`src/rtl/perf_pkg.sv`:
```
// Shared constants for the performance-event counter bank.
// Event channel indices, default sizing and the cycle-counter select alias.
package perf_pkg;
  localparam int NUM_EV_DEF = 5;
  localparam int CNT_W_DEF  = 32;

  localparam int EV_INST  = 0;
  localparam int EV_ICREQ = 1;
  localparam int EV_ICHIT = 2;
  localparam int EV_DCREQ = 3;
  localparam int EV_DCHIT = 4;

  localparam int SEL_CYCLE = NUM_EV_DEF;
endpackage

```
`src/rtl/perf_counter.sv`:
```
// Single counter with sticky overflow flag.
// Wraps by default; holds at all-ones when PERF_SATURATE_EN is defined.
module perf_counter
  import perf_pkg::*;
#(
  parameter int CNT_W = CNT_W_DEF
) (
  input  logic             clk,
  input  logic             rst,
  input  logic             inc,
  input  logic             clr,
  output logic [CNT_W-1:0] cnt,
  output logic             ovf
);

  always_ff @(posedge clk or posedge rst) begin
    if (rst) begin
      cnt <= '0;
      ovf <= 1'b0;
    end else if (clr) begin
      cnt <= '0;
      ovf <= 1'b0;
    end else if (inc) begin
      if (cnt == '1) begin
        ovf <= 1'b1;
`ifdef PERF_SATURATE_EN
        cnt <= cnt;
`else
        cnt <= '0;
`endif
      end else begin
        cnt <= cnt + 1'b1;
      end
    end
  end

endmodule

```
`src/rtl/perf_event_counters.sv`:
```
// Performance-event counter bank: NUM_EV event counters plus a cycle counter.
// Optional saturation instead of wrap under PERF_SATURATE_EN.
module perf_event_counters
  import perf_pkg::*;
#(
  parameter int NUM_EV = NUM_EV_DEF,
  parameter int CNT_W  = CNT_W_DEF,
  parameter int SEL_W  = $clog2(NUM_EV + 1)
) (
  input  logic              clk,
  input  logic              rst,
  input  logic              enable,
  input  logic [NUM_EV-1:0] event_in,
  input  logic              halt,
  input  logic              clear,
  input  logic              rd_req,
  input  logic [SEL_W-1:0]  rd_sel,
  output logic              rd_valid,
  output logic [CNT_W-1:0]  rd_data,
  output logic [NUM_EV:0]   ovf,
  output logic              frozen
);

  logic             active;
  logic [NUM_EV:0]  inc;
  logic [CNT_W-1:0] cnt [NUM_EV+1];
  logic [CNT_W-1:0] rd_mux;

  assign active = enable & ~frozen;
  // Top bit drives the cycle counter.
  assign inc = {active, event_in & {NUM_EV{active}}};

  for (genvar i = 0; i <= NUM_EV; i++) begin : g_cnt
    perf_counter #(
      .CNT_W (CNT_W)
    ) u_cnt (
      .clk (clk),
      .rst (rst),
      .inc (inc[i]),
      .clr (clear),
      .cnt (cnt[i]),
      .ovf (ovf[i])
    );
  end

  always_ff @(posedge clk or posedge rst) begin
    if (rst) begin
      frozen <= 1'b0;
    end else if (clear) begin
      frozen <= 1'b0;
    end else if (halt) begin
      frozen <= 1'b1;
    end
  end

  // Out-of-range selects fall through to zero.
  always_comb begin
    rd_mux = '0;
    for (int i = 0; i <= NUM_EV; i++) begin
      if (rd_sel == SEL_W'(i)) begin
        rd_mux = cnt[i];
      end
    end
  end

  always_ff @(posedge clk or posedge rst) begin
    if (rst) begin
      rd_valid <= 1'b0;
      rd_data  <= '0;
    end else begin
      rd_valid <= rd_req;
      if (rd_req) begin
        rd_data <= rd_mux;
      end
    end
  end

endmodule

```
`config.mk`:
```
export PLATFORM = sky130hd
export DESIGN_NAME = perf_event_counters
export DESIGN_NICKNAME = d
export VERILOG_FILES = /design/src/rtl/perf_pkg.sv /design/src/rtl/perf_counter.sv /design/src/rtl/perf_event_counters.sv
export SDC_FILE = /design/constraint.sdc
export NUM_CORES = 1
export LEC_CHECK = 0
export ABC_AREA = 1
export BUFFER_PORTS_ARGS = -buffer_cell sky130_fd_sc_hd__buf_2
export CAP_MARGIN = 20
export CORE_ASPECT_RATIO = 0.8
export CORE_UTILIZATION = 25
export CTS_CLUSTER_DIAMETER = 30
export CTS_CLUSTER_SIZE = 30
export DETAILED_ROUTE_END_ITERATION = 6
export PLACE_DENSITY = 0.47
export SLEW_MARGIN = 10
export SYNTH_ARGS = -nofsm -noshare
export SYNTH_HDL_FRONTEND = slang
export SYNTH_SLANG_ARGS = --single-unit
```
`constraint.sdc`:
```
create_clock -name clk -period 15.1 [get_ports clk]
set_clock_uncertainty 0.2 [all_clocks]
set_input_delay 0.755 -clock clk [delete_from_list [all_inputs] [get_ports clk]]
set_output_delay 0.755 -clock clk [all_outputs]
set_load 0.01 [all_outputs]
```
==> impl_results.md <==
* Crit Path Max Fanout at 42
* Setup Viol. Count Final at 0
* Asr flop ratio synth at 1.00
* Clk_lat worst skew at 580 ps
* Max Fclk at 0.324 GHz
* MaxCap Viol Count at 0
* Area contributors post-synth: dfrtp_1, nand2_1, nor2_1, inv_1, nand3_1
* Top_reg_cell synth: dfrtp_1
* Yosys top cell by area: dfrtp_1
* #FFs+latches synth at 232
* Post-Synth Simple-Gate Area at 0.414
* CTS clk-pin slew, worst paths at 40 ps
* Startpoint types: primary input
* FP Rows at 80
* Routed via count at 15200
* CP arrival at 3330 ps
* ANT cells at 0
* Placer Congestion at 1.07
* Leak pwr at 7.68 nW
* CTS tree: yes
* Post-CTS sizing at 0
* Number of buffers inserted by port buffering at 53
* Initial DRC count at 1454
* Number of synthesized flops with an enable pin at 0
* Area of the multi-input gates at 8020 um2
* Drt wl/cell at 17.9 um
* Die Y at 222 um
* Synth Area in Compound Gates at 0.0828
* Syn avg cell area at 6.74 um2
* Post-Synthesis Cell Area at 15200 um2
* ANT nets after route at 0
* Root buf cell: clkbuf_16
* Dpl hpwl at 42600 um
* First-pass GRT wire length at 86400 um
* Syn Nets at 2272
* # clock sinks at 232
* Die width at 277 um
* PwrDens at 121 nW/um2
* Worst slew margin at 0.347
* CTS buffer count at 73
* Post-synth cell types at 45
* CTS H-tree lvls at 3
* Critical Path End Type: register
* Post-Syn Instances at 2252
* CTS max path bufs at 3
* Largest net degree at the start of global routing at 113
* Starting density of the core at 0.254
* Max Slew Vio Count at 0
* Post-route minimum period at 3090 ps
* Worst VDD drop at 0.0630 mV
* Drt total wl at 56500 um
* Yosys Warn Count at 0
* Final Cycle Share at 0.205
* Setup TNS Final at 0 ps
* WS Path Type: in2reg
* Tot GR Track Use at 0.183
* Hold_ws at 78.9 ps
* Top Ports at 54
* Worst-margin pin slew at 977 ps
* Post-synthesis sequential area ratio at 0.383
* Initial antenna violation count at 0
* Full die area at 61700 um2
* DR pass1 iterations at 6
* Layout cell share with drive strength beyond 1 at 0.123
* Remaining DRCs at 0
* Multiplexer share of the synthesized area at 0
* Outcome: finished, final reports clean
* CTS Hold Bufs at 0
* Core footprint at 59800 um2
* Most common cell in the netlist: nand2_1
* Xor and xnor area share after synthesis at 0.0266
* Final layout net count at 2339
* Area delta synth->final at 21.3%
* Synth top cells by count: nand2_1, nor2_1, dfrtp_1
* GRT overflow at 0
* Post-Synth Adder-Cell Area at 0.00495
* # fillers at 6443
* Worst endpoint required time at 15340 ps
* Top-area cell type share of the netlist area at 0.383
* Via density at 4.83
* Post-CTS setup buffer count at 0
* Instance area after placement at 16000 um2
* RSZ-0062 raised after global routing: false
* Sequential standard cell area at 5810 um2
* Hold Vio Cnt, Final at 0
* Min-delay worst type: in2async
* Vias in the first global route at 14000
* Main combinational cell family by area after synthesis: simple AND/OR/NAND/NOR gates
* Non-Filler Cell Area, Final at 18400 um2
[cells by family (layout without fill, tap and decap cells)]
logic type / count (synthesis) / in the layout
AOI/OAI and AO/OA: 228 / 228
and+or+nand+nor: 1431 / 1431
adders and majority gates: 6 / 6
DFF: 232 / 232
buffers and inverters: 309 / 425
xor gates and xnor gates: 46 / 46
[critical path, cell delays in order]
cell and delay, ps:
buf_2 100, buf_4 250, inv_4 510, nand2_4 350
o21ai_2 380, inv_2 380, nand2_1 260, inv_1 80
nand2_1 60, nand2_1 40, o21ai_0 70, nor2_1 50
[state kept, by name, indices dropped and copies added, names as in the netlist]
name / cells
g_cnt.u_cnt.cnt: 192
rd_data: 32
g_cnt.u_cnt.ovf: 6
frozen: 1
rd_valid: 1
[layout make-up]
| type | instances | share of cell area |
|---|---|---|
| repair buffers | 59 | 0.0169 |
| inverters | 242 | 0.0507 |
| clock buffers | 106 | 0.117 |
| flip-flops and latches | 232 | 0.316 |
| well taps | 779 | 0.0530 |
| clock inverters | 18 | 0.0116 |
| multi-input cells | 1711 | 0.436 |
[path summary, 6_finish.rpt]
check | from | end | slack (ps) | cells after the start
worst min-delay path | rst | g_cnt[1].u_cnt.cnt[18] | 80 | 2
worst min register to register | rd_data[22] | rd_data[22] | 270 | 2
worst max-delay path | clear | g_cnt[0].u_cnt.cnt[6] | 12010 | 12
max in group asynchronous | rst | rd_data[11] | 12270 | 4
min in group clk | halt | frozen | 200 | 3
worst max register to register | frozen | g_cnt[3].u_cnt.cnt[27] | 12380 | 10
[routing by layer]
metal  global-route usage  part of all wire  routed length, um
met1                0.279              0.51              28600
met2                0.251              0.40              22500
met3               0.0324             0.061               3440
met4               0.0679             0.034               1920
met5                    0                 0                  0
[where the power goes]
part	internal, mW	switching (mW)	leakage (nW)	total, mW
sequential	0.641	0.0165	3.21	0.657
clock	1.03	0.421	1.16	1.45
combinational	0.0276	0.0893	3.31	0.117
[metrics by stage]
step	power (mW)	setup slack, ps	std cells	utilization
6_report	2.23	12010	3147	0.308
2_1_floorplan	0.746	7780	2252	-
4_1_cts	2.25	12030	3147	0.308
3_5_place_dp	0.783	11430	3023	0.268
3_3_place_gp	0.782	11500	3023	0.268
5_1_grt	2.30	11820	3147	0.308
[placed cells by master (no fill, tap or decap), types with 16 or more instances in the layout]
| cell | synthesis | routed |
|---|---|---|
| a21oi_1 | 81 | 81 |
| buf_2 | 18 | 53 |
| clkbuf_1 | 16 | 16 |
| clkbuf_16 | 0 | 75 |
| dfrtp_1 | 232 | 232 |
| inv_1 | 225 | 224 |
| nand2_1 | 657 | 657 |
| nand2_2 | 32 | 32 |
| nand3_1 | 146 | 146 |
| nand4_1 | 59 | 59 |
| nor2_1 | 391 | 391 |
| nor2_2 | 30 | 30 |
| nor2_4 | 19 | 19 |
| nor3_1 | 58 | 58 |
| o21ai_0 | 79 | 79 |
| o22ai_1 | 44 | 44 |
| xor2_1 | 43 | 43 |
Note: power is estimated with default switching activity, not from simulation.
